--- config.mk ---
export PLATFORM = sky130hd
export DESIGN_NAME = aq_shift_register
export DESIGN_NICKNAME = d
export VERILOG_FILES = /design/src/rtl/aq_shift_register.sv
export SDC_FILE = /design/constraint.sdc
export NUM_CORES = 1
export LEC_CHECK = 0
export BUFFER_PORTS_ARGS = -buffer_cell sky130_fd_sc_hd__buf_2
export CORE_MARGIN = 2
export CORE_UTILIZATION = 43
export DETAILED_ROUTE_END_ITERATION = 8
export HOLD_SLACK_MARGIN = 0.02
export PLACE_DENSITY = 0.79
export SYNTH_ARGS = -nofsm -noshare
export SYNTH_HDL_FRONTEND = slang
export SYNTH_SLANG_ARGS = --single-unit
export TNS_END_PERCENT = 10
--- constraint.sdc ---
create_clock -name clk -period 2 [get_ports clk]
set_clock_uncertainty 0.15 [all_clocks]
set_input_delay 0.2 -clock clk [delete_from_list [all_inputs] [get_ports clk]]
set_output_delay 0.2 -clock clk [all_outputs]
set_load 0.05 [all_outputs]
--- src/rtl/aq_shift_register.sv ---
// Joint A:Q register for a restoring divider: load, left-shift, commit/restore, iteration count.
// Latency: each request acts on the edge of its own cycle; one division is 2*WIDTH request cycles after ld.
// Backpressure: none; out-of-phase requests are dropped (and flagged sticky when AQ_SEQ_CHECK_EN is defined).
module aq_shift_register #(
    parameter int  WIDTH = 4,
    localparam int CW    = $clog2(WIDTH + 1)
) (
    input  logic             clk,
    input  logic             rst,
    input  logic             ld,
    input  logic [WIDTH-1:0] dividend,
    input  logic             shift,
    input  logic             commit,
    input  logic [WIDTH:0]   a_in,
    output logic [WIDTH:0]   a_out,
    output logic [WIDTH-1:0] q_out,
    output logic [CW-1:0]    count,
    output logic             busy,
    output logic             done,
    output logic             protocol_err
);

    typedef enum logic [1:0] {IDLE, SHIFT, COMMIT, DONE} state_t;

    state_t           state_q, state_d;
    logic [WIDTH:0]   a_q, a_d;
    logic [WIDTH-1:0] q_q, q_d;
    logic [CW-1:0]    count_q, count_d;
    logic             busy_q, busy_d;
    logic             done_q, done_d;

    always_comb begin
        state_d = state_q;
        a_d     = a_q;
        q_d     = q_q;
        count_d = count_q;
        if (ld) begin
            a_d     = '0;
            q_d     = dividend;
            count_d = CW'(WIDTH);
            state_d = SHIFT;
        end else begin
            case (state_q)
                SHIFT: begin
                    if (shift) begin
                        {a_d, q_d} = {a_q, q_q} << 1;
                        state_d    = COMMIT;
                    end
                end
                COMMIT: begin
                    if (commit) begin
                        // Sign bit of A - M set means M did not fit: keep A, quotient bit 0.
                        if (!a_in[WIDTH]) begin
                            a_d    = a_in;
                            q_d[0] = 1'b1;
                        end else begin
                            q_d[0] = 1'b0;
                        end
                        count_d = count_q - CW'(1);
                        state_d = (count_q == CW'(1)) ? DONE : SHIFT;
                    end
                end
                default: ;
            endcase
        end
        busy_d = (state_d == SHIFT) || (state_d == COMMIT);
        done_d = (state_d == DONE);
    end

    always_ff @(posedge clk) begin
        if (rst) begin
            state_q <= IDLE;
            a_q     <= '0;
            q_q     <= '0;
            count_q <= '0;
            busy_q  <= 1'b0;
            done_q  <= 1'b0;
        end else begin
            state_q <= state_d;
            a_q     <= a_d;
            q_q     <= q_d;
            count_q <= count_d;
            busy_q  <= busy_d;
            done_q  <= done_d;
        end
    end

    assign a_out = a_q;
    assign q_out = q_q;
    assign count = count_q;
    assign busy  = busy_q;
    assign done  = done_q;

`ifdef AQ_SEQ_CHECK_EN
    logic err_q, err_d;
    logic seq_viol;

    always_comb begin
        seq_viol = (shift && commit)
                || (shift  && (state_q != SHIFT))
                || (commit && (state_q != COMMIT));
        err_d    = ld ? 1'b0 : (err_q || seq_viol);
    end

    always_ff @(posedge clk) begin
        if (rst) err_q <= 1'b0;
        else     err_q <= err_d;
    end

    assign protocol_err = err_q;
`else
    assign protocol_err = 1'b0;
`endif

endmodule

==> impl_metrics.env <==
export IMPL_run_status="completed"
export IMPL_areaGrowthSynthToFinish_pct=24.4
export IMPL_grt_pass1_wl_mm=3.32
export IMPL_buffer_ports_inserted=27
export IMPL_die_area_sq_um=2340
export IMPL_post_route_cells_drive_above_1_share_pct=32.2
export IMPL_muxShareOfSynthArea_pct=8.42
export IMPL_critical_path_class="reg -> reg"
export IMPL_finalNetCount=141
export IMPL_cts_inserted_buffers=3
export IMPL_clock_latency_ns=0.30
export IMPL_core_area_sq_um=1900
export IMPL_cts_hold_buffers=0
export IMPL_number_of_enable_flip_flop_cells_after_synthesis=0
export IMPL_setup_tns_ns=0
export IMPL_layout_commonest_cell="buf_2"
export IMPL_routed_length_per_placed_instance_microns=12.9
export IMPL_chipHeight_microns=48.4
export IMPL_drt_initial_drc_count=30
export IMPL_final_layout_fill_cell_count=181
export IMPL_number_of_global_route_vias_before_repair=763
export IMPL_nets_in_the_synthesized_netlist=110
export IMPL_timing_final_hold_violations=0
export IMPL_timing_critical_path_arrival_ns=1.92
export IMPL_ir_worst_vdd_uv=426
export IMPL_detail_route_vias_per_cell=5.30
export IMPL_tritoncts="yes"
export IMPL_critPathCaptureType="flip-flop"
export IMPL_detail_route_wirelength_mm=1.91
export IMPL_combinational_family_with_the_most_area_after_synthesis="compound AO/OA/AOI/OAI gates"
export IMPL_final_max_slew_violation_count=0
export IMPL_synthCells=91
export IMPL_maxClockFrequency_mhz=532
export IMPL_timing_final_setup_violations=0
export IMPL_post_cts_buffers=0
export IMPL_ant_nets=0
export IMPL_ctsHtreeMaxLevel=1
export IMPL_top_level_ports=29
export IMPL_grt_remaining_overflow=0
export IMPL_synth_area_sq_um=847
export IMPL_cp_data_required_time_ns=2.04
export IMPL_root_buffer="clkbuf_4"
export IMPL_ys_dominant_reg_cell="dfxtp_1"
export IMPL_crit_path_max_fanout=6
export IMPL_dp_hpwl_mm=1.43
export IMPL_die_width_microns=48.4
export IMPL_gr_usage_total_pct=17.8
export IMPL_synthesis_area_per_instance_sq_um=9.31
export IMPL_post_synth_fa_ha_maj_area_fraction_pct=7.39
export IMPL_cts_path_max_buffers=2
export IMPL_drcViolationCount=0
export IMPL_total_power_uw=701
export IMPL_total_via_count_in_the_routed_design=785
export IMPL_rows=16
export IMPL_antenna_found_initial=0
export IMPL_worstSetupStartpointType="flip-flop"
export IMPL_final_min_period_over_clock_period_pct=94.0
export IMPL_synth_lib_cells_used_distinct=29
export IMPL_synth_warning_count=0
export IMPL_grt_max_degree=11
export IMPL_clkSinkCount=16
export IMPL_yosys_register_bits=16
export IMPL_mostFrequentLayoutCells="buf_2 (27), dfxtp_1 (16), nand2_1 (7), inv_1 (6), mux2i_1 (6)"
export IMPL_unrepaired_setup_endpoints_after_global_routing="no"
export IMPL_leakagePower_nw=0.494
export IMPL_power_density_cell_area_nw_per_um2=666
export IMPL_hold_class="in -> reg"
export IMPL_floorplan_initialDensity_pct=44.5
export IMPL_final_min_clock_period_ns=1.88
export IMPL_yosysSeqAreaShare_pct=37.8
export IMPL_postSynth_asyncResetShare_pct=0
export IMPL_insertedDiodeCount=0
export IMPL_cts_clk_slew_worst_paths_ns=0.10
export IMPL_synthSimpleGateAreaFrac_pct=15.5
export IMPL_xor_and_xnor_area_share_after_synthesis_pct=2.07
export IMPL_globalplace_congestion=0.770
export IMPL_drt_first_pass_iters=4
export IMPL_synth_compound_area_share_pct=22.3
export IMPL_cts_repair_resized=0
export IMPL_timing_max_cap_violations=0
registers in the layout (all words and copies together), names as in the netlist:
| name | count |
|---|---|
| busy | 1 |
| done | 1 |
| q_out | 4 |
| state_q | 2 |
| a_out | 5 |
| count | 3 |
cells in the mapped netlist (all sizes together) (2+ instances only):
cell	count	area, sq um
nand3	4	20.0
o211ai	4	30.0
ha	5	62.6
buf	4	28.8
o21ai	2	10.0
o211a	4	40.0
a21oi	5	25.0
mux2i	6	60.1
a311oi	4	35.0
inv	6	22.5
dfxtp	16	320
nor2	5	18.8
nand2	7	26.3
o31ai	2	15.0
nor2b	5	31.3
area by class of cell:
class | instances | area [sq um] | area share (%)
clock buffers | 4 | 36.3 | 3.44
repair buffers | 30 | 158 | 15.0
flip-flops and latches | 16 | 320 | 30.4
inverters | 6 | 22.5 | 2.14
well taps | 27 | 33.8 | 3.21
multi-input cells | 65 | 483 | 45.8
worst paths after layout:
path,slack (ns),cells past startpoint,startpoint,end
setup / recovery,0.12,7,state_q[0],busy
setup reg to reg,0.12,7,state_q[0],busy
hold / removal,0.02,3,dividend[2],q_out[2]
hold reg to reg,0.33,2,a_out[4],a_out[4]
kinds of logic after synthesis:
family,after synthesis
AOI/OAI and AO/OA,25
xor gates and xnor gates,2
adders and majority gates,5
buffers and inverters,10
DFF,16
muxes,7
other,1
and+or+nand+nor,25
through the flow:
step	std cells	hold slack, ns	cell area [sq um]	util, %	worst slack, ns
finish	148	0.0216	1050	55.4	0.120
global route	148	0.0205	1050	55.4	0.0349
CTS	148	0.0234	1050	55.0	0.0738
detailed placement	144	0.307	1010	53.1	0.128
global placement	144	0.306	1010	53.1	0.171
floorplan	91	0.163	847	-	0.0968
critical path, stage by stage (launching register included):
cell     delay (ns)
dfxtp_1        0.38
inv_1          0.08
ha_1           0.26
nor2b_1        0.17
o31ai_2        0.22
a21oi_1        0.12
ha_1           0.27
nor2b_1        0.12
power breakdown:
part / total [mW] / switching [mW] / internal [mW]
Clock: 0.223 / 0.112 / 0.111
Sequential: 0.342 / 0.00959 / 0.332
Combinational: 0.137 / 0.0930 / 0.0440
routing by layer:
metal,routed length (microns),GRT usage [%],vias up,share of wire [%]
li1,-,-,389,-
met1,791,18.4,359,41
met2,963,33.1,29,50
met3,112,4.01,8,5.9
met4,46,9.52,0,2.4
met5,0,0,-,0
(Power assumes the default switching activity.)
